`src/rtl/mem_access_hs.sv`:
```
// mem_access_hs: MIPS MEM stage driving a req/ack data bus with load/store lane handling and ack timeout.
// Optional MISALIGN_CHK_EN adds misalign_err and suppresses misaligned half/word requests.
module mem_access_hs #(
  parameter int ADDR_W      = 32,
  parameter int REG_AW      = 5,
  parameter int ACK_TIMEOUT = 16
) (
  input  logic              clk,
  input  logic              rst,
  input  logic              in_valid,
  output logic              in_ready,
  input  logic [31:0]       regcData_i,
  input  logic [REG_AW-1:0] regcAddr_i,
  input  logic              regcWr_i,
  input  logic              memRr_i,
  input  logic              memWr_i,
  input  logic [1:0]        size_i,
  input  logic              sext_i,
  input  logic [ADDR_W-1:0] memAddr_i,
  input  logic [31:0]       memData_i,
  output logic              mem_req,
  output logic              mem_we,
  output logic [ADDR_W-1:0] mem_addr,
  output logic [31:0]       mem_wdata,
  output logic [3:0]        mem_wstrb,
  input  logic              mem_ack,
  input  logic [31:0]       mem_rdata,
  output logic              wb_valid,
  output logic [31:0]       regData,
  output logic [REG_AW-1:0] regAddr,
  output logic              regWr,
  output logic              bus_err
`ifdef MISALIGN_CHK_EN
  , output logic            misalign_err
`endif
);
  localparam int CW = ACK_TIMEOUT > 1 ? $clog2(ACK_TIMEOUT + 1) : 1;
  typedef enum logic {IDLE, BUSY} state_t;
  state_t            state_q, state_d;
  logic [CW-1:0]     cnt_q, cnt_d;
  logic              we_q, we_d;
  logic [ADDR_W-1:0] addr_q, addr_d;
  logic [31:0]       wdata_q, wdata_d;
  logic [3:0]        wstrb_q, wstrb_d;
  logic [1:0]        size_q, size_d, lane_q, lane_d;
  logic              sext_q, sext_d;
  logic [31:0]       rc_data_q, rc_data_d;
  logic [REG_AW-1:0] rc_addr_q, rc_addr_d;
  logic              rc_wr_q, rc_wr_d;
  logic              wb_valid_q, wb_valid_d;
  logic [31:0]       reg_data_q, reg_data_d;
  logic [REG_AW-1:0] reg_addr_q, reg_addr_d;
  logic              reg_wr_q, reg_wr_d;
  logic              bus_err_q, bus_err_d;
`ifdef MISALIGN_CHK_EN
  logic              mis_q, mis_d;
`endif
  logic              accept, is_mem, misalign, timeout;
  logic [1:0]        lane;
  logic [7:0]        ld_b;
  logic [15:0]       ld_h;
  logic [31:0]       ld_data;
  always_comb begin
    lane     = memAddr_i[1:0];
    accept   = in_valid && state_q == IDLE;
    is_mem   = memRr_i || memWr_i;
`ifdef MISALIGN_CHK_EN
    misalign = is_mem && (size_i == 2'b01 ? lane[0] : size_i[1] && lane != 2'b00);
`else
    misalign = 1'b0;
`endif
    timeout  = ACK_TIMEOUT != 0 && state_q == BUSY && !mem_ack && cnt_q == CW'(ACK_TIMEOUT - 1);
    ld_b     = mem_rdata[8*lane_q +: 8];
    ld_h     = lane_q[1] ? mem_rdata[31:16] : mem_rdata[15:0];
    ld_data  = size_q[1] ? mem_rdata :
               size_q[0] ? {{16{sext_q & ld_h[15]}}, ld_h} : {{24{sext_q & ld_b[7]}}, ld_b};
    state_d    = state_q;
    cnt_d      = cnt_q;
    we_d       = we_q;
    addr_d     = addr_q;
    wdata_d    = wdata_q;
    wstrb_d    = wstrb_q;
    size_d     = size_q;
    lane_d     = lane_q;
    sext_d     = sext_q;
    rc_data_d  = rc_data_q;
    rc_addr_d  = rc_addr_q;
    rc_wr_d    = rc_wr_q;
    wb_valid_d = 1'b0;
    reg_data_d = reg_data_q;
    reg_addr_d = reg_addr_q;
    reg_wr_d   = reg_wr_q;
    bus_err_d  = 1'b0;
`ifdef MISALIGN_CHK_EN
    mis_d      = 1'b0;
`endif
    if (accept) begin
      cnt_d     = '0;
      size_d    = size_i;
      lane_d    = lane;
      sext_d    = sext_i;
      rc_data_d = regcData_i;
      rc_addr_d = regcAddr_i;
      rc_wr_d   = regcWr_i;
      if (misalign) begin
        wb_valid_d = 1'b1;
        reg_data_d = '0;
        reg_addr_d = regcAddr_i;
        reg_wr_d   = 1'b0;
`ifdef MISALIGN_CHK_EN
        mis_d      = 1'b1;
`endif
      end else if (is_mem) begin
        state_d = BUSY;
        we_d    = memWr_i;
        addr_d  = {memAddr_i[ADDR_W-1:2], 2'b00};
        wdata_d = !memWr_i ? 32'd0 : size_i[1] ? memData_i :
                  size_i[0] ? {2{memData_i[15:0]}} : {4{memData_i[7:0]}};
        wstrb_d = !memWr_i ? 4'b0000 : size_i[1] ? 4'b1111 :
                  size_i[0] ? (lane[1] ? 4'b1100 : 4'b0011) : 4'b0001 << lane;
      end else begin
        wb_valid_d = 1'b1;
        reg_data_d = regcData_i;
        reg_addr_d = regcAddr_i;
        reg_wr_d   = regcWr_i;
      end
    end else if (state_q == BUSY) begin
      if (mem_ack || timeout) begin
        state_d    = IDLE;
        wb_valid_d = 1'b1;
        reg_addr_d = rc_addr_q;
        reg_data_d = !mem_ack ? 32'd0 : we_q ? rc_data_q : ld_data;
        reg_wr_d   = mem_ack && rc_wr_q;
        bus_err_d  = !mem_ack;
        we_d       = 1'b0;
        addr_d     = '0;
        wdata_d    = '0;
        wstrb_d    = '0;
      end else begin
        cnt_d = cnt_q + CW'(1);
      end
    end
  end
  always_ff @(posedge clk) begin
    if (rst) begin
      state_q    <= IDLE;
      cnt_q      <= '0;
      we_q       <= 1'b0;
      addr_q     <= '0;
      wdata_q    <= '0;
      wstrb_q    <= '0;
      size_q     <= '0;
      lane_q     <= '0;
      sext_q     <= 1'b0;
      rc_data_q  <= '0;
      rc_addr_q  <= '0;
      rc_wr_q    <= 1'b0;
      wb_valid_q <= 1'b0;
      reg_data_q <= '0;
      reg_addr_q <= '0;
      reg_wr_q   <= 1'b0;
      bus_err_q  <= 1'b0;
`ifdef MISALIGN_CHK_EN
      mis_q      <= 1'b0;
`endif
    end else begin
      state_q    <= state_d;
      cnt_q      <= cnt_d;
      we_q       <= we_d;
      addr_q     <= addr_d;
      wdata_q    <= wdata_d;
      wstrb_q    <= wstrb_d;
      size_q     <= size_d;
      lane_q     <= lane_d;
      sext_q     <= sext_d;
      rc_data_q  <= rc_data_d;
      rc_addr_q  <= rc_addr_d;
      rc_wr_q    <= rc_wr_d;
      wb_valid_q <= wb_valid_d;
      reg_data_q <= reg_data_d;
      reg_addr_q <= reg_addr_d;
      reg_wr_q   <= reg_wr_d;
      bus_err_q  <= bus_err_d;
`ifdef MISALIGN_CHK_EN
      mis_q      <= mis_d;
`endif
    end
  end
  assign in_ready  = state_q == IDLE;
  assign mem_req   = state_q == BUSY;
  assign mem_we    = we_q;
  assign mem_addr  = addr_q;
  assign mem_wdata = wdata_q;
  assign mem_wstrb = wstrb_q;
  assign wb_valid  = wb_valid_q;
  assign regData   = reg_data_q;
  assign regAddr   = reg_addr_q;
  assign regWr     = reg_wr_q;
  assign bus_err   = bus_err_q;
`ifdef MISALIGN_CHK_EN
  assign misalign_err = mis_q;
`endif
endmodule

```
`config.mk`:
```
export PLATFORM = sky130hd
export DESIGN_NAME = mem_access_hs
export DESIGN_NICKNAME = d
export VERILOG_FILES = /design/src/rtl/mem_access_hs.sv
export SDC_FILE = /design/constraint.sdc
export NUM_CORES = 1
export LEC_CHECK = 0
export ABC_AREA = 1
export ABC_CLOCK_PERIOD_IN_PS = 2100
export CAP_MARGIN = 30
export CORE_MARGIN = 2
export CORE_UTILIZATION = 47
export CTS_BUF_LIST = sky130_fd_sc_hd__clkbuf_4 sky130_fd_sc_hd__clkbuf_8
export CTS_CLUSTER_DIAMETER = 150
export DETAILED_ROUTE_END_ITERATION = 10
export PLACE_DENSITY = 0.8
export RECOVER_POWER = 25
export REMOVE_ABC_BUFFERS = 1
export SLEW_MARGIN = 20
export SYNTH_ARGS = -nofsm -noshare
export SYNTH_HDL_FRONTEND = slang
export SYNTH_SLANG_ARGS = --single-unit
```
`constraint.sdc`:
```
create_clock -name clk -period 2.1 [get_ports clk]
set_clock_uncertainty 0.2 [all_clocks]
set_input_delay 0.63 -clock clk [delete_from_list [all_inputs] [get_ports clk]]
set_output_delay 0.63 -clock clk [all_outputs]
set_load 0.02 [all_outputs]
```
## Word-level counts from Yosys, hierarchy flattened

Cells that the tools add are included.

- Add/subtract/negate cells: 1
- Equal/unequal tests: 3
- Shift operators: 2
- Mux-type cells: 46
- Bitwise operators: 4
- Reduce and logical (&&, ||, !) cells: 14

Operators by type and width:

| operator | count |
|---|---|
| $mux 32 | 17 |
| $mux 4 | 8 |
| $shiftx 32x6->8 | 1 |
| $mux 5 | 4 |
| $mux 1 | 16 |
| $mux 16 | 1 |
| $reduce_and 3->1 | 2 |
| $add 5x1->5 const B | 1 |
| $eq 5x4->1 const B | 1 |
| $logic_and 1x1->1 | 4 |
| $reduce_bool 2->1 | 2 |
| $reduce_or 4->1 | 1 |
| $shl 1x2->4 const A | 1 |
| $and 1x1->1 | 2 |
| $logic_or 1x1->1 | 2 |
| $ne 2x1->1 const B | 1 |
| $ne 2x2->1 const B | 1 |
| $not 1->1 | 2 |
| $reduce_and 2->1 | 1 |
| $reduce_or 2->1 | 1 |
| $logic_not 1->1 | 1 |

- Flip-flop bits (word level): 158
- Input port bits: 143
- Output and inout port bits: 111
- Logic and storage cells: 87

## Longest topological paths before layout

Gate-level depths: netlist of run 1.

- Depth after elaboration: 9
- Depth in mapped cells: 11

## Worst setup path after synthesis of run 1

Ideal clock, no wire load.

- Path type: register -> register
- From: register cnt_q[0]
- To: register reg_data_q[23] (netlist: regData[23])
- Library setup time: 0.122 ns
- Arrival time: 1.606 ns
- Setup slack: 0.172 ns
- Stages on the path, launching flop included: 11
- Path buffers: 1
- Period minus slack after synthesis: 1.928 ns
- Path through: dfxtp_1 -> ha_1 -> inv_1 -> nor3_1 -> ha_1 -> o21ai_1 -> nand2_1 -> inv_2 -> buf_2 -> a21oi_1 -> a21oi_2

- Cells in the longest elaborated chain, start to end: 5

RTL lines:

| item | line | source |
|---|---|---|
| from (decl) | 40 | `logic [CW-1:0] cnt_q, cnt_d;` |
| from (signal assigned) | 168 | `cnt_q <= cnt_d;` |
| $eq 5x4->1 | 72 | `timeout = ACK_TIMEOUT != 0 && state_q == BUSY && !mem_ack && cnt_q == CW'(ACK_TIMEOUT - 1);` |
| $logic_and 1x1->1 | 72 |  |
| $logic_or 1x1->1 | 128 | `if (mem_ack \|\| timeout) begin` |
| $reduce_bool 2->1 (no source line) | n/a |  |
| $reduce_and 3->1 (no source line) | n/a |  |
| to (signal assigned) | 180 | `reg_data_q <= reg_data_d;` |
| to (decl) | 51 | `logic [31:0] reg_data_q, reg_data_d;` |

Every way passes these cells.
A chain may end at the register's enable or synchronous reset.

## Worst setup path in the final report of run 1

- From: register addr_q[21] (netlist: mem_addr[21])
- To: output port mem_addr[21]

RTL lines:

| item | line | source |
|---|---|---|
| from (decl) | 42 | `logic [ADDR_W-1:0] addr_q, addr_d;` |
| from (signal assigned) | 170 | `addr_q <= addr_d;` |
| to (decl) | 23 | `output logic [ADDR_W-1:0] mem_addr,` |

No word-level cell between the ends.

==> impl_metrics.env, run 1 <==
export IMPL_status="complete, no violations"
export IMPL_drv_cap=0
export IMPL_multi_input_area_um2=3370
export IMPL_die_height_um=127
export IMPL_p_sw_share_pct=30.3
export IMPL_fmax_mhz=490
export IMPL_core_um2=14600
export IMPL_crit_family="buffers and inverters"
export IMPL_synth_top_area_cell="dfxtp_1"
export IMPL_start_kind="flop"
export IMPL_synth_xor_area_share_pct=0.124
export IMPL_synth_edff_count=0
export IMPL_finalMaxSlewViolations=0
export IMPL_path_buf_inv=1
export IMPL_antenna_found_initial=1
export IMPL_critPathArrivalTime_ns=1.21
export IMPL_synth_async_reset_ratio_pct=0
export IMPL_dp_hpwl_um=15800
export IMPL_cts_root_buf="clkbuf_8"
export IMPL_p_clk_share_pct=32.7
export IMPL_synthSimpleGateAreaFrac_pct=20.9
export IMPL_timing_critical_path_slowest_cell_delay_ns=0.38
export IMPL_htreeDepth=4
export IMPL_worstPathMaxFanout=2
export IMPL_drtIter0Drc=667
export IMPL_final_min_clock_period_ns=2.04
export IMPL_grt_max_degree=79
export IMPL_hp_class="flop to flop"
export IMPL_finalPower_w=0.00739
export IMPL_final_setup_tns_ns=0
export IMPL_place_gp_congestion=0.855
export IMPL_path_cells="dlygate4sd2_1"
export IMPL_nets=1372
export IMPL_seq_power_share_pct=43.9
export IMPL_drt_pass1_iterations=5
export IMPL_area_growth_pct=45.3
export IMPL_dp_cells=1392
export IMPL_fin_area_um2=10300
export IMPL_slew_headroom_pct=59.7
export IMPL_p_switching_w=0.00224
export IMPL_ant_nets=0
export IMPL_io_buffers=251
export IMPL_vias_per_cell=5.32
export IMPL_vdd_drop_max_mv=0.477
export IMPL_synth_avg_cell_area_um2=7.19
export IMPL_worst_setup_path_type="flop to output pin"
export IMPL_grt_ovfl_total=0
export IMPL_seq_area_frac_synth_pct=44.1
export IMPL_ys_types=34
export IMPL_synth_top_area_share_pct=44.1
export IMPL_clk_latency_ns=0.46
export IMPL_synth_compound_area_share_pct=25.1
export IMPL_drc_errors=0
export IMPL_comb_power_share_pct=23.3
export IMPL_place_area_um2=9990
export IMPL_post_drt_wl_per_cell_um=15.9
export IMPL_drive_gt1_share_pct=11.5
export IMPL_dr_total_vias=7575
export IMPL_worst_pin_slew_ns=0.602
export IMPL_synth_ff_type="dfxtp_1"
export IMPL_crit_path_end_kind="output pin"
export IMPL_numClockSinks=156
export IMPL_grt_pass1_wl_um=35800
export IMPL_muxShareOfSynthArea_pct=0.707
export IMPL_fp_row_count=44
export IMPL_ios=254
export IMPL_intPower_w=0.00515
export IMPL_routed_wl_um=22600
export IMPL_synthCells=985
export IMPL_whs_ns=0.259
export IMPL_fin_crit_sh_pct=97.2
export IMPL_yosys_register_bits=156
export IMPL_synth_area_top_cells="dfxtp_1 (44%), a21oi_1 (13%), nand2_1 (12%), o21ai_0 (7.9%), nand3_1 (4.7%)"
export IMPL_clock_path_buffers=2
export IMPL_seqCellArea_um2=3130
export IMPL_die_w_um=127
export IMPL_synth_adder_area_share_pct=0.353
export IMPL_hold_viol=0
export IMPL_grt_usage_pct=27.6
export IMPL_cp_required_ns=1.27
export IMPL_start_util_pct=48.3
export IMPL_p_leak_nw=4.46
export IMPL_fillers=1302
export IMPL_synth_area_um2=7080
export IMPL_critPathSlowestCell="dlygate4sd2_1"
export IMPL_cts_tree="yes"
export IMPL_yosys_warnings=0
export IMPL_cts_inserted_buffers=17
export IMPL_grt_pass1_vias=7017
export IMPL_setup_violations=0
export IMPL_instances_no_fill=1425
export IMPL_path_clk_slew_ns=0.09
export IMPL_synth_top_family_by_area="compound AO/OA/AOI/OAI gates"
export IMPL_die_area_um2=16100
export IMPL_power_density_nw_per_um2=719
==> power by group through the flow <==
stage	Clock (W)	Sequential, W	Combinational, W
after global placement	0	0.00331	0.00178
after global routing	0.00259	0.00327	0.00188
after floorplan	0	0.00348	0.000658
after CTS	0.00246	0.00325	0.00172
after detailed placement	0	0.00332	0.00180
final	0.00242	0.00325	0.00173
==> path summary, 6_finish.rpt <==
path / start / endpoint / slack (ns) / cells past startpoint
worst max-delay path: mem_addr[21]$_SDFFE_PP0P_ / mem_addr[21] / 0.06 / 1
worst min-delay path: mem_addr[9]$_SDFFE_PP0P_ / mem_addr[9]$_SDFFE_PP0P_ / 0.26 / 2
worst max register to register: cnt_q[0]$_SDFFE_PP0P_ / regData[22]$_SDFFE_PP0P_ / 0.12 / 10
worst min register to register: mem_addr[9]$_SDFFE_PP0P_ / mem_addr[9]$_SDFFE_PP0P_ / 0.26 / 2
==> stage by stage <==
step,util (%),setup WS (ns)
final,70.2,0.0586
after global routing,70.2,-0.000344
after CTS,70.2,0.0136
after detailed placement,68.2,-0.314
after global placement,68.2,-0.258
after floorplan,-,-5.98
==> cell families (layout without fill, tap and decap cells) <==
kind of cell             Yosys count  in the layout
adder cells (fa/ha/maj)            2              2
AO/OA/AOI/OAI                    334            334
AND/OR/NAND/NOR                  345            345
other                              1              3
multiplexers                       5              5
flip-flops                       156            156
buffers and inverters            141            395
XOR/XNOR                           1              1
==> routing by layer <==
metal  track usage (%)  wire [um]
met5                 0          0
met2              45.1      10800
met1              36.3       9930
met4              10.5        609
met3              5.65       1340
==> worst register-to-register path: stages, from the launching register on <==
cell and delay (ns):
dfxtp_2 0.36, ha_1 0.16, inv_1 0.05, nor3_1 0.17, ha_2 0.24, o21ai_2 0.08, nand2_2 0.12, inv_2 0.07
buf_4 0.18, a21oi_1 0.17, a21oi_2 0.07
==> registers in the layout, indices dropped and copies added, names as in the netlist, 2 cells and up <==
name	flops
mem_wdata	32
rc_data_q	32
regData	32
mem_addr	30
cnt_q	5
rc_addr_q	5
regAddr	5
mem_wstrb	4
lane_q	2
size_q	2
==> timing repair <==
item,CTS,global route
resized for setup,113,8
endpoints found under the setup margin,110,103
hold buffers,0,0
buffers inserted,0,0
pin swaps,0,1
==> cell usage in the layout (no fill, tap or decap), types with 12 or more instances in the layout <==
| cell | Yosys | final |
|---|---|---|
| buf_4 | 10 | 31 |
| a21oi_2 | 10 | 12 |
| o21ai_0 | 112 | 112 |
| inv_1 | 58 | 58 |
| dfxtp_1 | 156 | 153 |
| nor2_1 | 17 | 16 |
| buf_12 | 0 | 12 |
| clkdlybuf4s50_1 | 0 | 141 |
| dlygate4sd2_1 | 0 | 108 |
| o211ai_1 | 15 | 15 |
| nand3_1 | 66 | 66 |
| clkbuf_8 | 0 | 19 |
| a21oi_1 | 188 | 186 |
| nand2_1 | 223 | 222 |
| or2_2 | 30 | 30 |
==> cell type report <==
| type | count | area share (%) |
|---|---|---|
| diodes | 1 | 0.0243 |
| clock buffers | 19 | 2.54 |
| clock inverters | 13 | 1.59 |
| inverters | 63 | 2.30 |
| multi-input cells | 689 | 32.8 |
| flip-flops and latches | 156 | 30.4 |
| well taps | 184 | 2.24 |
| repair buffers | 300 | 28.1 |
==> Yosys cell counts (2+ instances only) <==
master    count
nand2_1     223
a21oi_1     188
dfxtp_1     156
o21ai_0     112
nand3_1      66
inv_1        58
clkbuf_1     38
or2_2        30
buf_2        23
nor2_1       17
o211ai_1     15
a21oi_2      10
buf_4        10
buf_1         5
mux2i_1       5
inv_2         4
nor3_1        3
o22ai_1       3
buf_6         2
ha_1          2
nand2_2       2
Power figures use the tool's default switching activity.
==> run 2: changes to the inputs <==
--- a/config.mk
+++ b/config.mk
@@ -6,14 +6,14 @@
 export NUM_CORES = 1
 export LEC_CHECK = 0
 export ABC_AREA = 1
-export ABC_CLOCK_PERIOD_IN_PS = 2100
+export ABC_CLOCK_PERIOD_IN_PS = 2000
 export CAP_MARGIN = 30
-export CORE_MARGIN = 2
+export CORE_MARGIN = 10
 export CORE_UTILIZATION = 47
 export CTS_BUF_LIST = sky130_fd_sc_hd__clkbuf_4 sky130_fd_sc_hd__clkbuf_8
 export CTS_CLUSTER_DIAMETER = 150
 export DETAILED_ROUTE_END_ITERATION = 10
-export PLACE_DENSITY = 0.8
+export PLACE_DENSITY = 0.86
 export RECOVER_POWER = 25
 export REMOVE_ABC_BUFFERS = 1
 export SLEW_MARGIN = 20
==> constraint.sdc (replaced) <==
create_clock -name clk -period 2 [get_ports clk]
set_clock_uncertainty 0.2 [all_clocks]
set_input_delay 0.6 -clock clk [delete_from_list [all_inputs] [get_ports clk]]
set_output_delay 0.6 -clock clk [all_outputs]
set_load 0.02 [all_outputs]
==> impl_metrics.env, run 2 (same netlist as run 1, synthesis figures left out) <==
export IMPL_seq_power_share_pct=43.8
export IMPL_ios=254
export IMPL_p_clk_share_pct=30.8
export IMPL_whs_ns=0.261
export IMPL_die_area_um2=20400
export IMPL_hp_class="flop to flop"
export IMPL_start_util_pct=48.3
export IMPL_critPathSlowestCell="dlygate4sd2_1"
export IMPL_fillers=1157
export IMPL_grt_ovfl_total=0
export IMPL_p_leak_nw=4.57
export IMPL_post_drt_wl_per_cell_um=17.7
export IMPL_start_kind="flop"
export IMPL_vias_per_cell=5.38
export IMPL_crit_reg2reg_launch="mem_we$_SDFFE_PP0P_"
export IMPL_worst_slack_ns=0.0284
export IMPL_grt_usage_pct=23.4
export IMPL_p_sw_share_pct=31.5
export IMPL_worstSetupPathDepth=1
export IMPL_final_min_clock_period_ns=1.97
export IMPL_worst_pin_slew_ns=0.571
export IMPL_grt_pass1_wl_um=38500
export IMPL_ant_nets=0
export IMPL_fp_row_count=44
export IMPL_cts_root_buf="clkbuf_8"
export IMPL_dp_cells=1410
export IMPL_layout_commonest_cell="nand2_1"
export IMPL_crit_path_end_kind="output pin"
export IMPL_vdd_drop_max_mv=0.582
export IMPL_drt_pass1_iterations=5
export IMPL_critPathArrivalTime_ns=1.17
export IMPL_cts_tree="yes"
export IMPL_clock_path_buffers=2
export IMPL_endpoint="regData[10]"
export IMPL_finalMaxSlewViolations=0
export IMPL_intPower_w=0.00534
export IMPL_drc_errors=0
export IMPL_worst_setup_path_type="flop to output pin"
export IMPL_r2r_end="regData[18]$_SDFFE_PP0P_"
export IMPL_clk_latency_ns=0.45
export IMPL_cp_required_ns=1.20
export IMPL_slew_headroom_pct=61.8
export IMPL_place_gp_congestion=0.902
export IMPL_routed_wl_um=25700
export IMPL_final_cell_mix="nand2_1 (218), a21oi_1 (185), dfxtp_1 (154), clkdlybuf4s50_1 (137), o21ai_0 (106)"
export IMPL_drv_cap=0
export IMPL_status="complete, no violations"
export IMPL_drtIter0Drc=776
export IMPL_crit_family="buffers and inverters"
export IMPL_dr_total_vias=7803
export IMPL_cts_inserted_buffers=17
export IMPL_crit_start="regData[10]$_SDFFE_PP0P_"
export IMPL_fmax_mhz=507
export IMPL_grt_pass1_vias=7210
export IMPL_area_growth_pct=50.9
export IMPL_die_w_um=143
export IMPL_pre_cts_ws_ns=-0.414
export IMPL_r2r_slack_ns=0.08
export IMPL_power_density_nw_per_um2=730
export IMPL_die_height_um=143
export IMPL_hold_viol=0
export IMPL_nets=1397
export IMPL_numClockSinks=156
export IMPL_finalPower_w=0.00780
export IMPL_grt_max_degree=79
export IMPL_io_buffers=251
export IMPL_path_buf_inv=1
export IMPL_fin_util_pct=73.0
export IMPL_setup_violations=0
export IMPL_dp_hpwl_um=18500
export IMPL_instances_no_fill=1451
export IMPL_htreeDepth=4
export IMPL_worstPathMaxFanout=2
export IMPL_comb_power_share_pct=25.4
export IMPL_drive_gt1_share_pct=14.5
export IMPL_p_switching_w=0.00245
export IMPL_antenna_found_initial=2
export IMPL_timing_critical_path_slowest_cell_delay_ns=0.38
export IMPL_fin_crit_sh_pct=98.6
export IMPL_reg2reg_depth=5
export IMPL_core_um2=14600
export IMPL_path_clk_slew_ns=0.08
export IMPL_path_cells="dlygate4sd2_1"
run 2: what timing repair did:
| action | CTS | global route |
|---|---|---|
| pin swaps | 1 | 9 |
| hold buffers | 0 | 0 |
| endpoints found under the hold margin | 0 | 0 |
| cloned | 0 | 4 |
| endpoints found under the setup margin | 186 | 137 |
| resized for setup | 120 | 65 |
| buffers inserted | 0 | 3 |
run 2: how the worst min path moves through the flow:
stage	endpoint	slack, ns	depth (start not counted)	startpoint
detailed placement	mem_wdata[23]$_SDFFE_PP0P_	0.25	2	mem_wdata[23]$_SDFFE_PP0P_
global route	mem_addr[8]$_SDFFE_PP0P_	0.28	2	mem_addr[8]$_SDFFE_PP0P_
global placement	mem_addr[10]$_SDFFE_PP0P_	0.25	2	mem_addr[10]$_SDFFE_PP0P_
CTS	mem_wdata[23]$_SDFFE_PP0P_	0.26	2	mem_wdata[23]$_SDFFE_PP0P_
finish	mem_wdata[23]$_SDFFE_PP0P_	0.26	2	mem_wdata[23]$_SDFFE_PP0P_
floorplan	cnt_q[4]$_SDFFE_PP0P_	0.24	1	cnt_q[4]$_SDFFE_PP0P_
run 2: metrics by stage:
| stage | area (um2) | setup TNS (ns) |
|---|---|---|
| floorplan | 6710 | -752.38 |
| global placement | 10200 | -41.35 |
| detailed placement | 10200 | -46.78 |
| CTS | 10500 | 0 |
| global route | 10700 | -0.221 |
| finish | 10700 | 0 |
run 2: layout make-up:
type / instances / area [um2] / share of cell area [%]
repair buffers: 325 / 3250 / 30.4
well taps: 184 / 230 / 2.15
flip-flops and latches: 156 / 3130 / 29.3
diodes: 2 / 5.00 / 0.0468
multi-input cells: 689 / 3430 / 32.1
clock buffers: 17 / 234 / 2.19
inverters: 63 / 246 / 2.31
clock inverters: 15 / 166 / 1.56
run 2: routing by layer:
layer	GRT usage (%)	up-vias	wire [um]
li1	-	3823	-
met1	28.1	3590	10200
met2	40.0	347	12900
met3	5.27	43	1840
met4	8.69	0	693
met5	0	-	0
run 2: power by group through the flow:
stage                     Clock [W]  Combinational, W  Sequential, W
after CTS                   0.00243           0.00187        0.00341
after detailed placement          0           0.00196        0.00348
after floorplan                   0          0.000691        0.00366
after global routing        0.00254           0.00214        0.00343
after global placement            0           0.00193        0.00348
final                       0.00240           0.00198        0.00341
run 2: tightest hold or removal path: stages (launching register included):
cell and delay [ns]:
dfxtp_1 0.31, nand2_1 0.06, a21oi_1 0.05
